[config.mk]
export PLATFORM = sky130hd
export DESIGN_NAME = boss_engine
export DESIGN_NICKNAME = d
export VERILOG_FILES = /design/src/rtl/boss_engine.sv
export SDC_FILE = /design/constraint.sdc
export NUM_CORES = 1
export LEC_CHECK = 0
export ABC_AREA = 1
export CORE_MARGIN = 3
export CORE_UTILIZATION = 58
export CTS_CLUSTER_SIZE = 25
export DETAILED_ROUTE_END_ITERATION = 12
export MAX_ROUTING_LAYER = met4
export PLACE_DENSITY_LB_ADDON = 0.1
export RECOVER_POWER = 25
export SLEW_MARGIN = 20
export SYNTH_ARGS = -nofsm -noshare
export SYNTH_HDL_FRONTEND = slang
export SYNTH_SLANG_ARGS = --single-unit
[constraint.sdc]
create_clock -name frame_clk -period 7.6 [get_ports frame_clk]
set_input_delay 1.14 -clock frame_clk [delete_from_list [all_inputs] [get_ports frame_clk]]
set_output_delay 1.14 -clock frame_clk [all_outputs]
set_load 0.02 [all_outputs]
[src/rtl/boss_engine.sv]
// boss_engine: self-driven boss controller for one video frame per frame_clk.
// Owns the patrol/dive/rise/hold movement FSM, checks the boss box against the
// player lasers and ship, and tracks health with invincibility frames.
// The phase output is the FSM state itself, so it doubles as the debug view.
module boss_engine #(
    parameter int NUM_LASERS    = 4,
    parameter int BOSS_W        = 250,
    parameter int BOSS_H        = 111,
    parameter int SHIP_W        = 30,
    parameter int SHIP_H        = 30,
    parameter int MAX_HP        = 200,
    parameter int SPAWN_X       = 270,
    parameter int SPAWN_Y       = 10,
    parameter int X_MIN         = 0,
    parameter int X_MAX         = 639,
    parameter int TOP_Y         = 10,
    parameter int FLOOR_Y       = 379,
    parameter int PATROL_SPD    = 2,
    parameter int DIVE_SPD      = 10,
    parameter int RISE_SPD      = 2,
    parameter int PATROL_FRAMES = 240,
    parameter int HOLD_FRAMES   = 60,
    parameter int IFRAMES       = 8
) (
    input  logic                      frame_clk,
    input  logic                      Reset_n,
    input  logic                      spawn,
    input  logic [2:0]                difficulty,
    input  logic [9:0]                laser_width,
    input  logic [9:0]                laser_height,
    input  logic [NUM_LASERS-1:0]     laser_valid,
    input  logic [10*NUM_LASERS-1:0]  laser_x,
    input  logic [10*NUM_LASERS-1:0]  laser_y,
    input  logic [9:0]                PSX,
    input  logic [9:0]                PSY,
    output logic [9:0]                BossX,
    output logic [9:0]                BossY,
    output logic [9:0]                Bosswidth,
    output logic [9:0]                Bossheight,
    output logic [9:0]                health,
    output logic [NUM_LASERS-1:0]     laser_hit,
    output logic                      hit_ship,
    output logic                      beat_boss,
    output logic [2:0]                phase
);

    localparam int KW  = $clog2(NUM_LASERS + 1);
    localparam int IFW = $clog2(IFRAMES + 1);

    // 11-bit versions so that position + size never wraps
    localparam logic [10:0] BW11    = 11'(BOSS_W);
    localparam logic [10:0] BH11    = 11'(BOSS_H);
    localparam logic [10:0] SW11    = 11'(SHIP_W);
    localparam logic [10:0] SH11    = 11'(SHIP_H);
    localparam logic [10:0] XMIN11  = 11'(X_MIN);
    localparam logic [10:0] XMAX11  = 11'(X_MAX);
    localparam logic [10:0] PSPD11  = 11'(PATROL_SPD);
    localparam logic [10:0] DSPD11  = 11'(DIVE_SPD);
    localparam logic [10:0] RSPD11  = 11'(RISE_SPD);
    localparam logic [10:0] TOP11   = 11'(TOP_Y);
    localparam logic [10:0] FLOOR11 = 11'(FLOOR_Y);

    localparam logic [9:0] PSPD10   = 10'(PATROL_SPD);
    localparam logic [9:0] RSPD10   = 10'(RISE_SPD);
    localparam logic [9:0] XMIN10   = 10'(X_MIN);
    localparam logic [9:0] XRIGHT10 = 10'(X_MAX - BOSS_W);
    localparam logic [9:0] TOP10    = 10'(TOP_Y);
    localparam logic [9:0] FLOOR10  = 10'(FLOOR_Y);
    localparam logic [9:0] SPX10    = 10'(SPAWN_X);
    localparam logic [9:0] SPY10    = 10'(SPAWN_Y);
    localparam logic [9:0] HP10     = 10'(MAX_HP);

    localparam logic [8:0]     PATROL_LAST = 9'(PATROL_FRAMES - 1);
    localparam logic [8:0]     HOLD_LAST   = 9'(HOLD_FRAMES - 1);
    localparam logic [IFW-1:0] IFR_LOAD    = IFW'(IFRAMES);
    localparam logic [IFW-1:0] IFR_ONE     = IFW'(1);

    typedef enum logic [2:0] {
        S_IDLE   = 3'd0,
        S_PATROL = 3'd1,
        S_DIVE   = 3'd2,
        S_RISE   = 3'd3,
        S_HOLD   = 3'd4,
        S_DEAD   = 3'd5
    } phase_t;

    phase_t                state_q, state_d;
    logic [9:0]            x_q, x_d;
    logic [9:0]            y_q, y_d;
    logic [9:0]            hp_q, hp_d;
    logic                  dir_q, dir_d;      // 1 = moving +X
    logic [8:0]            cnt_q, cnt_d;      // frames spent in PATROL/HOLD
    logic [IFW-1:0]        ifr_q, ifr_d;      // invincibility frames left
    logic [NUM_LASERS-1:0] hit_q, hit_d;
    logic                  ship_q, ship_d;
    logic                  beat_q, beat_d;

    logic [NUM_LASERS-1:0] ovl;
    logic [KW-1:0]         k;
    logic                  ship_ovl;
    logic [2:0]            dmg;
    logic [10:0]           dmg_amt;
    logic [10:0]           dive_y;
    logic                  active;

    // Inclusive AABB test: touching edges count as overlap
    function automatic logic overlap(input logic [10:0] ax, input logic [10:0] ay,
                                     input logic [10:0] aw, input logic [10:0] ah,
                                     input logic [10:0] bx, input logic [10:0] by,
                                     input logic [10:0] bw, input logic [10:0] bh);
        return (ax <= bx + bw) && (bx <= ax + aw) && (ay <= by + bh) && (by <= ay + ah);
    endfunction

    // Per-laser overlap against the current boss position, and the hit count
    always_comb begin
        ovl = '0;
        k   = '0;
        for (int i = 0; i < NUM_LASERS; i++) begin
            ovl[i] = laser_valid[i] &&
                     overlap({1'b0, x_q}, {1'b0, y_q}, BW11, BH11,
                             {1'b0, laser_x[10*i +: 10]}, {1'b0, laser_y[10*i +: 10]},
                             {1'b0, laser_width}, {1'b0, laser_height});
            k = k + KW'(ovl[i]);
        end
    end

    // Damage per laser from the difficulty one-hot (bit1 wins over bit2)
    always_comb begin
        if (difficulty[1])      dmg = 3'd2;
        else if (difficulty[2]) dmg = 3'd1;
        else                    dmg = 3'd4;
    end

    assign ship_ovl = overlap({1'b0, x_q}, {1'b0, y_q}, BW11, BH11,
                              {1'b0, PSX}, {1'b0, PSY}, SW11, SH11);
    assign dmg_amt  = 11'(k) * 11'(dmg);
    assign dive_y   = {1'b0, y_q} + DSPD11;
    assign active   = (state_q == S_PATROL) || (state_q == S_DIVE) ||
                      (state_q == S_RISE)   || (state_q == S_HOLD);

    // Next-state: spawn handling, damage/iframes, death, then phase motion
    always_comb begin
        state_d = state_q;
        x_d     = x_q;
        y_d     = y_q;
        hp_d    = hp_q;
        dir_d   = dir_q;
        cnt_d   = cnt_q;
        ifr_d   = ifr_q;
        hit_d   = '0;
        ship_d  = 1'b0;
        beat_d  = beat_q;

        if (!active) begin
            // IDLE and DEAD only listen for spawn; direction is kept as-is
            if (spawn) begin
                state_d = S_PATROL;
                x_d     = SPX10;
                y_d     = SPY10;
                hp_d    = HP10;
                beat_d  = 1'b0;
                ifr_d   = '0;
                cnt_d   = '0;
            end
        end else begin
            hit_d  = ovl;
            ship_d = ship_ovl;

            if ((k != '0) && (ifr_q == '0)) begin
                if (dmg_amt >= {1'b0, hp_q}) hp_d = '0;
                else                         hp_d = hp_q - dmg_amt[9:0];
                ifr_d = IFR_LOAD;
            end else if (ifr_q != '0) begin
                ifr_d = ifr_q - IFR_ONE;
            end

            if (hp_d == '0) begin
                // Death wins over any movement or phase change this frame
                state_d = S_DEAD;
                beat_d  = 1'b1;
            end else begin
                case (state_q)
                    S_PATROL: begin
                        if (dir_q) begin
                            if ({1'b0, x_q} + BW11 + PSPD11 > XMAX11) begin
                                x_d   = XRIGHT10;
                                dir_d = 1'b0;
                            end else begin
                                x_d = x_q + PSPD10;
                            end
                        end else begin
                            if ({1'b0, x_q} < XMIN11 + PSPD11) begin
                                x_d   = XMIN10;
                                dir_d = 1'b1;
                            end else begin
                                x_d = x_q - PSPD10;
                            end
                        end
                        if (cnt_q == PATROL_LAST) begin
                            state_d = S_DIVE;
                            cnt_d   = '0;
                        end else begin
                            cnt_d = cnt_q + 9'd1;
                        end
                    end
                    S_DIVE: begin
                        if (dive_y >= FLOOR11) begin
                            y_d     = FLOOR10;
                            state_d = S_RISE;
                            cnt_d   = '0;
                        end else begin
                            y_d = dive_y[9:0];
                        end
                    end
                    S_RISE: begin
                        if ({1'b0, y_q} <= TOP11 + RSPD11) begin
                            y_d     = TOP10;
                            state_d = S_HOLD;
                            cnt_d   = '0;
                        end else begin
                            y_d = y_q - RSPD10;
                        end
                    end
                    S_HOLD: begin
                        if (cnt_q == HOLD_LAST) begin
                            state_d = S_PATROL;
                            cnt_d   = '0;
                        end else begin
                            cnt_d = cnt_q + 9'd1;
                        end
                    end
                    default: begin
                        state_d = state_q;
                    end
                endcase
            end
        end
    end

    // State registers with asynchronous active-low reset
    always_ff @(posedge frame_clk or negedge Reset_n) begin
        if (!Reset_n) begin
            state_q <= S_IDLE;
            x_q     <= 10'd639;
            y_q     <= 10'd0;
            hp_q    <= 10'd0;
            dir_q   <= 1'b1;
            cnt_q   <= '0;
            ifr_q   <= '0;
            hit_q   <= '0;
            ship_q  <= 1'b0;
            beat_q  <= 1'b0;
        end else begin
            state_q <= state_d;
            x_q     <= x_d;
            y_q     <= y_d;
            hp_q    <= hp_d;
            dir_q   <= dir_d;
            cnt_q   <= cnt_d;
            ifr_q   <= ifr_d;
            hit_q   <= hit_d;
            ship_q  <= ship_d;
            beat_q  <= beat_d;
        end
    end

    assign BossX      = x_q;
    assign BossY      = y_q;
    assign Bosswidth  = 10'(BOSS_W);
    assign Bossheight = 10'(BOSS_H);
    assign health     = hp_q;
    assign laser_hit  = hit_q;
    assign hit_ship   = ship_q;
    assign beat_boss  = beat_q;
    assign phase      = state_q;

endmodule
# After elaboration in Yosys (flattened, before gate mapping)
# Index checks and enable logic that the tools add are counted.
# W data, S select, Z words.
[classes]
add_sub_neg = 23
n_mul = 1
n_lt_le_gt_ge = 25
eq_ne = 19
mux = 48
bitwise = 1
n_reduce_logical = 35
[ops]
columns = ["operator", "n"]
rows = [
  ["$le A10 B11 Y1", 20],
  ["$mux W10", 17],
  ["$add A10 B10 Y11", 8],
  ["$mux W9", 7],
  ["$pmux W9 S4", 1],
  ["$mux W3", 9],
  ["$add A10 B5 Y11 const B", 2],
  ["$logic_and A1 B1 Y1", 20],
  ["$mux W4", 5],
  ["$pmux W10 S2", 1],
  ["$sub A10 B2 Y10 const B", 2],
  ["$ne A4 B2 Y1 const B", 4],
  ["$pmux W3 S4", 1],
  ["$add A10 B4 Y11 const B", 1],
  ["$add A10 B7 Y11 const B", 1],
  ["$add A10 B8 Y11 const B", 1],
  ["$add A11 B2 Y11 const B", 1],
  ["$ge A11 B9 Y1 const B", 1],
  ["$gt A11 B10 Y1 const B", 1],
  ["$add A10 B2 Y10 const B", 1],
  ["$ge A6 B10 Y1", 1],
  ["$le A10 B4 Y1 const B", 1],
  ["$logic_not A10 Y1", 1],
  ["$lt A10 B2 Y1 const B", 1],
  ["other kinds (29)", 44],
]
[word_totals]
regBits = 53
inputBits = 130
out_inout_bits = 59
elab_cells = 162

# Longest topological paths before layout
# Gate-level depths: netlist (run 1).
[depth]
ltp_word = 17
ltp_mapped = 46
mapped_depth_nobuf = 46

# Worst setup path before layout (run 1)
# No wires, ideal clock.
[synth_timing]
path_kind = "input port to flip-flop"
start = "in laser_height[0]"
end = "reg y_q[6], in the netlist BossY[6]"
setup_time_ns = 0.123
arrival_ns = 7.271
t_required_ns = 7.477
path_slack_ns = 0.206
path_stages = 42
n_path_buf = 1
cell_sequence = "ha_1 > inv_1 > fa_1 > o21ai_0 > a21oi_1 > o21ai_0 > xor2_1 > ha_1 > nand2_1 > nor2_1 > a211oi_1 > nand2_1 > nand2_1 > nand2_1 > nand2_1 > nand2_1 > nand2_1 > nor2_1 > (+6 left out) > fa_1 > ha_1 > fa_1 > inv_1 > ha_1 > nand2_1 > nand2_1 > nand2_1 > nand3_2 > nand2_2 > nand3_2 > nand3_1 > nand3_2 > nor2_4 > nand3_4 > nand2_4 > buf_12 > o21ai_2"
[synth_via]
elab_chain_len = 16
word_cells_on_any_way = 34
classes_between = "add/sub: 8; mul: 1; order compare: 5; eq/ne: 1; mux: 3; reduce/logical: 16"
[synth_lines]
columns = ["item", "line", "text"]
rows = [
  ["from (decl)", "30", "input logic [9:0] laser_height,"],
  ["$add A10 B10 Y11", "111", "return (ax <= bx + bw) && (bx <= ax + aw) && (ay <= by + bh) && (by <= ay + ah);"],
  ["$le A10 B11 Y1", "111", ""],
  ["$logic_and A1 B1 Y1 (2 in a row)", "111", ""],
  ["$logic_and A1 B1 Y1", "119", "ovl[i] = laser_valid[i] &&"],
  ["$add A1 B1 Y2", "123", "k = k + KW'(ovl[i]);"],
  ["$add A2 B1 Y3", "123", ""],
  ["$add A3 B1 Y3 *", "123", ""],
  ["$mul A3 B3 Y6", "136", "assign dmg_amt = 11'(k) * 11'(dmg);"],
  ["$sub A10 B6 Y10 / $ge A6 B10 Y1 (equally long branches)", "171, 170", ""],
  ["$mux W10", "170", "if (dmg_amt >= {1'b0, hp_q}) hp_d = '0;"],
  ["$mux W10 *", "169", "if ((k != '0) && (ifr_q == '0)) begin"],
  ["$mux W10 *", "154", "if (!active) begin"],
  ["$logic_not A10 Y1 *", "177", "if (hp_d == '0) begin"],
  ["$ne A2 B2 Y1 (no source line) *", "--", ""],
  ["$reduce_and A3 Y1 (no source line) *", "--", ""],
  ["to (signal assigned)", "256", "y_q <= y_d;"],
  ["to (decl)", "89", "logic [9:0] y_q, y_d;"],
]
# Mark *: on every way between the ends. The rest lies on a longest branch, timed or not. The select of a mux whose other input is x is not followed.
# A chain may end at the register's enable or synchronous reset.

# Final worst setup path (run 1)
[layout_timing]
start = "in laser_x[31]"
end = "reg y_q[5], in the netlist BossY[5]"
[layout_via]
elab_chain_len = 15
word_cells_on_any_way = 19
classes_between = "add/sub: 3; mul: 1; order compare: 3; eq/ne: 1; mux: 3; reduce/logical: 8"
[layout_lines]
columns = ["item", "line", "text"]
rows = [
  ["from (decl)", "32", "input logic [10*NUM_LASERS-1:0] laser_x,"],
  ["$add A10 B10 Y11", "111", ""],
  ["$le A10 B11 Y1", "111", ""],
  ["$logic_and A1 B1 Y1 * (3 in a row)", "111", ""],
  ["$logic_and A1 B1 Y1 *", "119", ""],
  ["$add A3 B1 Y3 *", "123", ""],
  ["$mul A3 B3 Y6", "136", ""],
  ["$sub A10 B6 Y10 / $ge A6 B10 Y1 (equally long branches)", "171, 170", ""],
  ["$mux W10", "170", ""],
  ["$mux W10 *", "169", ""],
  ["$mux W10 *", "154", ""],
  ["$logic_not A10 Y1 *", "177", ""],
  ["$ne A2 B2 Y1 (no source line) *", "--", ""],
  ["$reduce_and A3 Y1 (no source line) *", "--", ""],
]
# Marked as above.

==> summary by stage, run 1 <==
Power and ir drop
Dividing total power by cell area gives a power density of 312 mW/mm^2. The analysis attributes to net switching a power of 0.00322 W. The combinational group share of total power is 85.5%. The share of total power dissipated in the clock network is 4.4%. Across the VDD grid, the largest voltage drop is 266 uV.

The internal portion of the total power is 0.00247 W. In this run the static leakage power is 9.43 nW. The proportion of power drawn by flip-flops and latches is 10.2%.

The switching part of the total power is 56.6%.

Clock network
The tree is rooted in a sky130_fd_sc_hd__clkbuf_16. After clock tree synthesis, the clock-pin slew on the worst setup and hold paths is 70 ps. The deepest clock path buffer count is 2. The clock drives 53 sinks. Counting the buffers created by CTS gives 5. TritonCTS built the clock tree. The CTS H-tree depth is 2.

The later pin in the worst-skew pair is clocked with a latency of 310 ps.

Synthesis
Dividing the synthesized area by the synthesized cell count gives 6.89 um^2. Among all flip-flop cells after synthesis, the most frequent one is sky130_fd_sc_hd__dfrtp_1. The sequential cell area fraction in the yosys report is 10.2%. The share of synthesized area in the top cell type comes to 29.2%.

After technology mapping, the gate count stands at 1,900. The post-synthesis instance area is 0.0131 mm^2. The count of unique library cells instantiated by Yosys is 60. The number of flops mapped to enable cells by yosys is 0.

The commonest cells after synthesis are sky130_fd_sc_hd__nand2_1 (422), sky130_fd_sc_hd__ha_1 (305), sky130_fd_sc_hd__inv_1 (228). Summed over all instances, the cell type with the most area after synthesis is sky130_fd_sc_hd__ha_1. The synthesized flop and latch total is 53. In the synthesized netlist the async set-or-reset flop fraction comes to 100%.

The cell with the most instances after synthesis is sky130_fd_sc_hd__nand2_1. Ranked by total cell area, the synthesized netlist is headed by sky130_fd_sc_hd__ha_1 (29%), sky130_fd_sc_hd__nand2_1 (12%), sky130_fd_sc_hd__dfrtp_1 (8.4%), sky130_fd_sc_hd__inv_1 (6.5%), sky130_fd_sc_hd__a21oi_1 (6.0%). The synthesis warning total is 0.

Timing
At the pin with the least slew margin, the transition time is 3030 ps. The number of hold violations in the final report came to 0. The tightest hold path in the finished design has a slack of 532 ps. The ratio of final minimum period to clock period is 101%.

The maximum clock frequency is 131 MHz. The clock skew is 9.48 ps. The post-layout minimum cycle time is 7640 ps. The worst pin sits at a relative slew slack of -102%.

The number of max-slew violations in the final report is 54. In the post-route analysis, the smallest setup slack over all paths is -43.7 ps. Setup violations remaining at the end of the flow were counted as 5.

Setup repair after global routing could not meet its margin everywhere.

Route
The first routing iteration left 1,084 violations. In the routed design, unresolved DRC markers number 0. In the routed layout, each cell is associated on average with a via count of 5.87.

Once detail routing completed, the nets flagged for antenna violations numbered 0. In the final routed layout, each cell accounts on average for 18.3 um. The first-pass detailed-route iteration total is 5. After detailed routing, the total wire length is 48,100 um.

The detailed router placed 15,500 vias in this run.

Placed design
At the placement stage, the worst setup path has a slack of -1130 ps. Summed over all nets, the half-perimeter wirelength after detailed placement is 35,500 um. Routability-driven placement finished with a final weighted congestion of 0.995. The number of input and output port buffers inserted is 167.

Status
The final reports fail on max-capacitance violations, max-slew violations, negative setup slack. The flow ran to the end, but the final reports show violations.

Setup path
The origin of the critical flop-to-flop path is BossY[2]. The type of the worst setup path is input pin to register. The worst register-to-register path ends at BossY[5].

The largest incremental delay on the critical path is 530 ps. Data on the critical path arrives at its endpoint at 7870 ps. The library cell contributing the largest single delay on the critical path is sky130_fd_sc_hd__fa_2.

At the worst endpoint, the required time is 7830 ps. The category of the worst setup path launch point is an input pin. Setup slack on the worst reg-to-reg path comes out at 310 ps. The peak fanout along the critical path is 17. The kind of end point of the critical path is a register. The cell count of the worst reg-to-reg path is 39.

Floorplan
The die is 156 um tall. The total die area is 0.0244 mm^2. After floorplanning, the core was sized to cover 0.0220 mm^2.

The number of top-level pins is 189. Row generation in the floorplan step produced 54 rows. Once the floorplan was initialized, standard cells occupied 59.4% of the core. From left edge to right edge, the die measures 156 um.

Cells and area
The post-route netlist has 24.3% of its cells at a drive strength greater than 1. From synthesis to final layout, the design area changed by 39.2%. Fill cells in the final layout number 1,481.

The number of antenna diodes in the final layout is 0. The final layout net count is 2,799.

Global route
The aggregate global routing overflow is 0. The via count of the first global-routing pass came to 14,600. The global-route total usage across every layer is 36.6%. The pin count of the biggest net entering global routing is 54. The initial antenna violation count is 0. The first global-routing pass estimated 70,200 um of wire.

Run
Across the run, the number of max-cap violations was 1.

Min path
The worst min-delay path category is register to register. The cell depth of the worst min-delay path is 2. The critical hold path startpoint is dir_q. The worst hold path terminates at dir_q.
-- cells by family (layout without fill, tap and decap cells) --
logic type                 count (synthesis)  after routing  synth area share (%)
buffers and inverters                    275            710                  8.98
other                                      2             20                0.0574
xor gates and xnor gates                 113            113                  7.56
DFF                                       53             53                  10.2
adders and majority gates                317            317                  31.0
AOI/OAI and AO/OA                        347            347                  15.3
and+or+nand+nor                          793            793                  26.9
-- stage by stage --
stage                     std cells  setup TNS, ps  total power (W)  util (%)  cell area (um^2)
after CTS                      2615              0          0.00530      79.2             17400
after global routing           2633          -7320          0.00619      82.7             18200
final                          2633          -64.1          0.00569      82.7             18200
after global placement         2598         -35190          0.00478      76.8             16900
after floorplan                1918              0          0.00348         -             13200
after detailed placement       2598         -42970          0.00495      76.8             16900
-- power by group through the flow --
stage	sequential [W]	combinational, W	clock, W
2_1_floorplan	0.000628	0.00285	0
3_3_place_gp	0.000568	0.00422	0
3_5_place_dp	0.000570	0.00438	0
4_1_cts	0.000566	0.00449	0.000247
5_1_grt	0.000588	0.00535	0.000261
6_report	0.000579	0.00487	0.000248
-- layout by cell type (no fill, tap or decap), types with 6 or more instances in the layout --
cell                              synthesis  layout
sky130_fd_sc_hd__a21oi_2                  3      24
sky130_fd_sc_hd__ha_4                     0      33
sky130_fd_sc_hd__o22ai_1                  9       9
sky130_fd_sc_hd__a21o_1                  11      11
sky130_fd_sc_hd__dfrtp_1                 44      44
sky130_fd_sc_hd__nor2_2                   8      12
sky130_fd_sc_hd__a21oi_1                156     132
sky130_fd_sc_hd__fa_2                     0       8
sky130_fd_sc_hd__nand3b_1                 6       6
sky130_fd_sc_hd__nand3_2                  4      11
sky130_fd_sc_hd__o21ai_0                 90      64
sky130_fd_sc_hd__xnor2_1                 36      35
sky130_fd_sc_hd__o21ai_1                  7      22
sky130_fd_sc_hd__inv_2                    9      28
sky130_fd_sc_hd__clkbuf_2                 0      16
sky130_fd_sc_hd__nand2_4                  3       6
sky130_fd_sc_hd__nand2_1                422     390
sky130_fd_sc_hd__inv_1                  228     209
sky130_fd_sc_hd__buf_6                    3      18
sky130_fd_sc_hd__nor3_1                  21      18
sky130_fd_sc_hd__dlymetal6s2s_1           0      22
sky130_fd_sc_hd__conb_1                   2      20
sky130_fd_sc_hd__ha_1                   305     265
sky130_fd_sc_hd__nor2_1                 124     119
sky130_fd_sc_hd__o21ai_2                 15      26
sky130_fd_sc_hd__nand3_1                109      99
sky130_fd_sc_hd__dfstp_2                  9       9
sky130_fd_sc_hd__buf_4                   21     282
sky130_fd_sc_hd__clkdlybuf4s50_1          0     118
sky130_fd_sc_hd__ha_2                     0       7
sky130_fd_sc_hd__nor4_1                  11       9
sky130_fd_sc_hd__o211ai_1                 9       9
sky130_fd_sc_hd__nand2_2                 16      43
sky130_fd_sc_hd__xor2_1                  77      76
sky130_fd_sc_hd__nand4_1                 48      48
sky130_fd_sc_hd__nor2_4                   7       8
-- worst max-delay path by stage --
stage | startpoint | end | slack [ps] | depth (start not counted)
2_1_floorplan | laser_height[0] | BossY[6] | 210 | 42
3_3_place_gp | laser_width[0] | BossX[8] | -940 | 44
3_5_place_dp | laser_width[0] | BossX[5] | -1130 | 44
4_1_cts | laser_width[6] | phase[2] | 2 | 40
5_1_grt | laser_y[10] | BossY[5] | -290 | 47
6_report | laser_x[31] | BossY[5] | -40 | 47
-- registers in the layout, indices dropped and copies added, names as in the netlist --
register   count
beat_boss      1
ifr_q          4
hit_ship       1
laser_hit      4
phase          3
BossY         10
health        10
dir_q          1
cnt_q          9
BossX         10
-- layout make-up --
cell class | count | area (um^2) | area share (%)
timing repair buffer | 465 | 3930 | 21.6
multi-input combinational | 1590 | 11600 | 63.5
clock inverter | 2 | 13.8 | 0.0755
tap | 280 | 350 | 1.92
inverter | 237 | 890 | 4.88
sequential | 53 | 1340 | 7.34
clock buffer | 6 | 139 | 0.762
-- routing by layer --
layer	track usage (%)	part of all wire, %
met1	42.8	38
met2	64.2	47
met3	3.46	8.2
met4	15.3	6.7
met5	-	0
-- critical path: cells and delay by family --
family	cells	cell delay, ps
xor gates and xnor gates	1	110
and+or+nand+nor	27	2580
AOI/OAI and AO/OA	4	510
buffers and inverters	6	570
adders and majority gates	9	2930
-- repair_timing --
item	CTS	global route
endpoints found under the hold margin	0	0
hold buffers	0	0
resized for setup	119	208
setup endpoints to repair	44	35
setup buffers	9	18
pin swaps	32	101
cloned	0	0
Power figures use the tool's default switching activity.
==> run 2: changes to the inputs <==
--- a/config.mk
+++ b/config.mk
@@ -6,7 +6,8 @@
 export NUM_CORES = 1
 export LEC_CHECK = 0
 export ABC_AREA = 1
-export CORE_MARGIN = 3
+export CAP_MARGIN = 20
+export CORE_MARGIN = 2
 export CORE_UTILIZATION = 58
 export CTS_CLUSTER_SIZE = 25
 export DETAILED_ROUTE_END_ITERATION = 12
==> run 2 against run 1 <==
The run still ends with max-capacitance violations, max-slew violations, negative setup slack left; largest power group unchanged; first-iteration DRC count is 4.0% lower; critical path depth is 3 lower; sequential cell count stayed put; highest routed layer unchanged; register-to-register slack worse by 150 ps; clock skew is 3.1 ps lower; critical endpoint is now BossX[0]; largest cell class unchanged.
==> summary by stage, run 2 (synthesized netlist as in run 1, its figures left out) <==
Clock network
The clock sink total is 53 (unchanged). The clock-pin slew reported for the worst setup and hold paths after clock tree synthesis is 70 ps (about the same). The number of buffers added by the clock tree synthesis step is 5 (unchanged). The CTS tree is built. The tree is rooted in a sky130_fd_sc_hd__clkbuf_16. The CTS H-tree depth is 2 (unchanged). The deepest clock path buffer count is 2 (unchanged). The latest clock arrival within the worst-skew pair is 300 ps (about the same).

Setup path
The origin of the critical flop-to-flop path is BossY[1]. The data required time at the worst endpoint is 7850 ps (+20 ps). In this design, the critical path's most frequently occurring cell is sky130_fd_sc_hd__nand2_2.

The category of the worst setup path launch point is an input pin. In this run the critical register-to-register path is captured at BossX[0]. The kind of end point of the critical path is a register. The arrival time reported for the critical path endpoint is 7930 ps (+60 ps). The cell count of the worst reg-to-reg path is 42 (+7.7%). By startpoint and endpoint, the worst setup path is classified as input pin to register. For this design, the slowest cell found on the critical path is sky130_fd_sc_hd__fa_2. The flop-to-flop setup slack was 160 ps (-150 ps). The largest incremental delay on the critical path is 580 ps (+50 ps).

The peak fanout along the critical path is 5 (-12).

Placed design
The final estimated routing congestion in global placement was 1.01 (+1.1%). The number of input and output port buffers inserted was 167 (unchanged). The final HPWL from detailed placement is 36,000 um (+1.2%).

The post-detailed-placement cell area was 0.0170 mm^2 (+0.35%).

Route
The vias after detailed routing is 15,700 (+1.5%). The detailed-route wire length per cell is 18.4 um (+0.88%). The post-route DRC violation count was 0 (unchanged). The number of vias per cell came to 5.92 (+0.73%). The first-pass detailed-route iteration total is 5 (unchanged). The detailed router's first-iteration violation count is 1,041 (-4.0%).

The post-route antenna net violation count came to 0 (unchanged). The overall routed net length came to 48,900 um (+1.6%).

Power and ir drop
The ratio of total power to cell area is 313 mW/mm^2 (about the same). The power consumption is 0.00574 W (+0.91%). The worst IR drop on VDD came to 270 uV (+1.4%). The total leakage power is 9.46 nW (+0.35%).

Timing
The ratio of final minimum period to clock period was 101% (+0.49 points). The maximum clock frequency is 130 MHz (-0.48%). The clock skew is 6.41 ps (-3.07 ps).

The post-layout minimum cycle time is 7680 ps (+37.0 ps). The total of endpoints with negative setup slack in the final report is 31 (+26). The number of hold violations in the final report is 0 (unchanged). The number of max-slew violations in the final report is 54 (unchanged). The relative slew slack is -102% (+0.10 points). The final sum of negative setup slack is -1220 ps (-1160 ps). The worst setup slack after layout is -80.7 ps (-37.0 ps). Setup repair after global routing could not meet its margin everywhere. The slew at the pin with the worst max-slew slack is 3020 ps (-1.54 ps). The worst hold-check slack was 537 ps (+5.39 ps).

Min path
In this run the worst hold path is classified as register to register. The worst hold path terminates at cnt_q[1]. The worst hold path begins at cnt_q[1]. The cell depth of the worst min-delay path was 2 (unchanged).

Run
The max-capacitance violation count was 1 (unchanged).

Floorplan
The number of top-level pins is 189 (unchanged). The initial core utilization is 59.6% (+0.18 points). The floorplan die width is 154 um (-1.3%).

The total die area was 0.0238 mm^2 (-2.5%). The vertical die dimension is 154 um (-1.3%). The total core area is 0.0220 mm^2 (-0.31%).

The count of standard-cell rows came to 54 (unchanged).

Global route
The aggregate global routing overflow is 0 (unchanged). The global-route total usage across every layer is 39.4% (+2.9 points). The first-pass GRT wire length is 73,200 um (+4.4%).

The initial antenna violation count came to 1 (+1). The pin count of the biggest net entering global routing is 54 (unchanged). The via count of the first global-routing pass was 15,300 (+5.2%).

Status
The flow ran to the end, but the final reports show violations. The final reports fail on max-capacitance violations, max-slew violations, negative setup slack.

Cells and area
The fraction of the core area covered by cells at the end of the flow is 83.7% (+0.94 points). The final standard cell area without fillers is 0.0184 mm^2 (+0.82%). Compared with the post-synthesis result, the final layout area differs by 40.4%. The final layout net count is 2,817 (+0.64%). Leaving out fill and tap cells, the most frequent cell in the layout is sky130_fd_sc_hd__nand2_1.

The fraction of final layout cells with drive strength greater than 1 is 25.4% (+1.1 points). Leaving out fill and tap cells, the most frequent cells in the layout are sky130_fd_sc_hd__nand2_1 (381), sky130_fd_sc_hd__buf_4 (301), sky130_fd_sc_hd__ha_1 (269).
==> run 2: changes by cell type in the layout (fill, tap and decap cells not counted), sizes merged, moves of 2 or more <==
cell | previous run | this run
dlymetal6s2s | 22 | 13
dlygate4sd2 | 4 | 15
buf | 301 | 323
clkbuf | 24 | 20
clkinv | 2 | 0
==> run 2: cell type report <==
| type | instances | area [um^2] |
|---|---|---|
| diodes | 1 | 2.50 |
| clock buffers | 7 | 133 |
| clock inverters | 1 | 7.51 |
| fillers | 1403 | 3580 |
| inverters | 237 | 895 |
| multi-input cells | 1590 | 11600 |
| flip-flops and latches | 53 | 1340 |
| well taps | 280 | 350 |
| repair buffers | 483 | 4030 |
==> run 2: how the worst max path moves through the flow <==
stage                          from  endpoint  cells past startpoint
global placement     laser_width[0]  BossY[7]                     43
floorplan           laser_height[0]  BossY[6]                     42
CTS                 laser_height[1]  phase[2]                     43
global route        laser_height[1]  BossX[0]                     45
finish                   laser_y[0]  BossX[0]                     44
detailed placement   laser_width[0]  BossY[2]                     43
==> run 2: metal layers <==
layer  global-route usage [%]  share of wire (%)
met1                     42.9                 37
met2                     66.5                 47
met3                     6.39                8.1
met4                     26.4                8.3
met5                        -                  0
==> run 2: per-stage QoR <==
step / worst slack, ps / instances
floorplan: 206 / 1918
global placement: -864 / 2606
detailed placement: -1040 / 2606
CTS: 27.0 / 2630
global route: -319 / 2652
finish: -80.7 / 2652
==> run 2: where the power goes <==
group / internal, W / switching (W)
Sequential: 0.000401 / 0.000172
Combinational: 0.00195 / 0.00298
Clock: 0.000123 / 0.000113
==> run 2: timing repair <==
action / in CTS / in global routing
buffers inserted: 16 / 23
endpoints found under the setup margin: 44 / 37
hold buffers: 0 / 0
gates resized for setup: 146 / 207
pin swaps: 38 / 122
==> run 2: critical path, delay by kind of cell <==
family	cells	cell delay (ps)
buf+inv	7	600
compound gates	7	820
xor+xnor	1	160
fa+ha+maj	10	3370
simple gates	19	1800
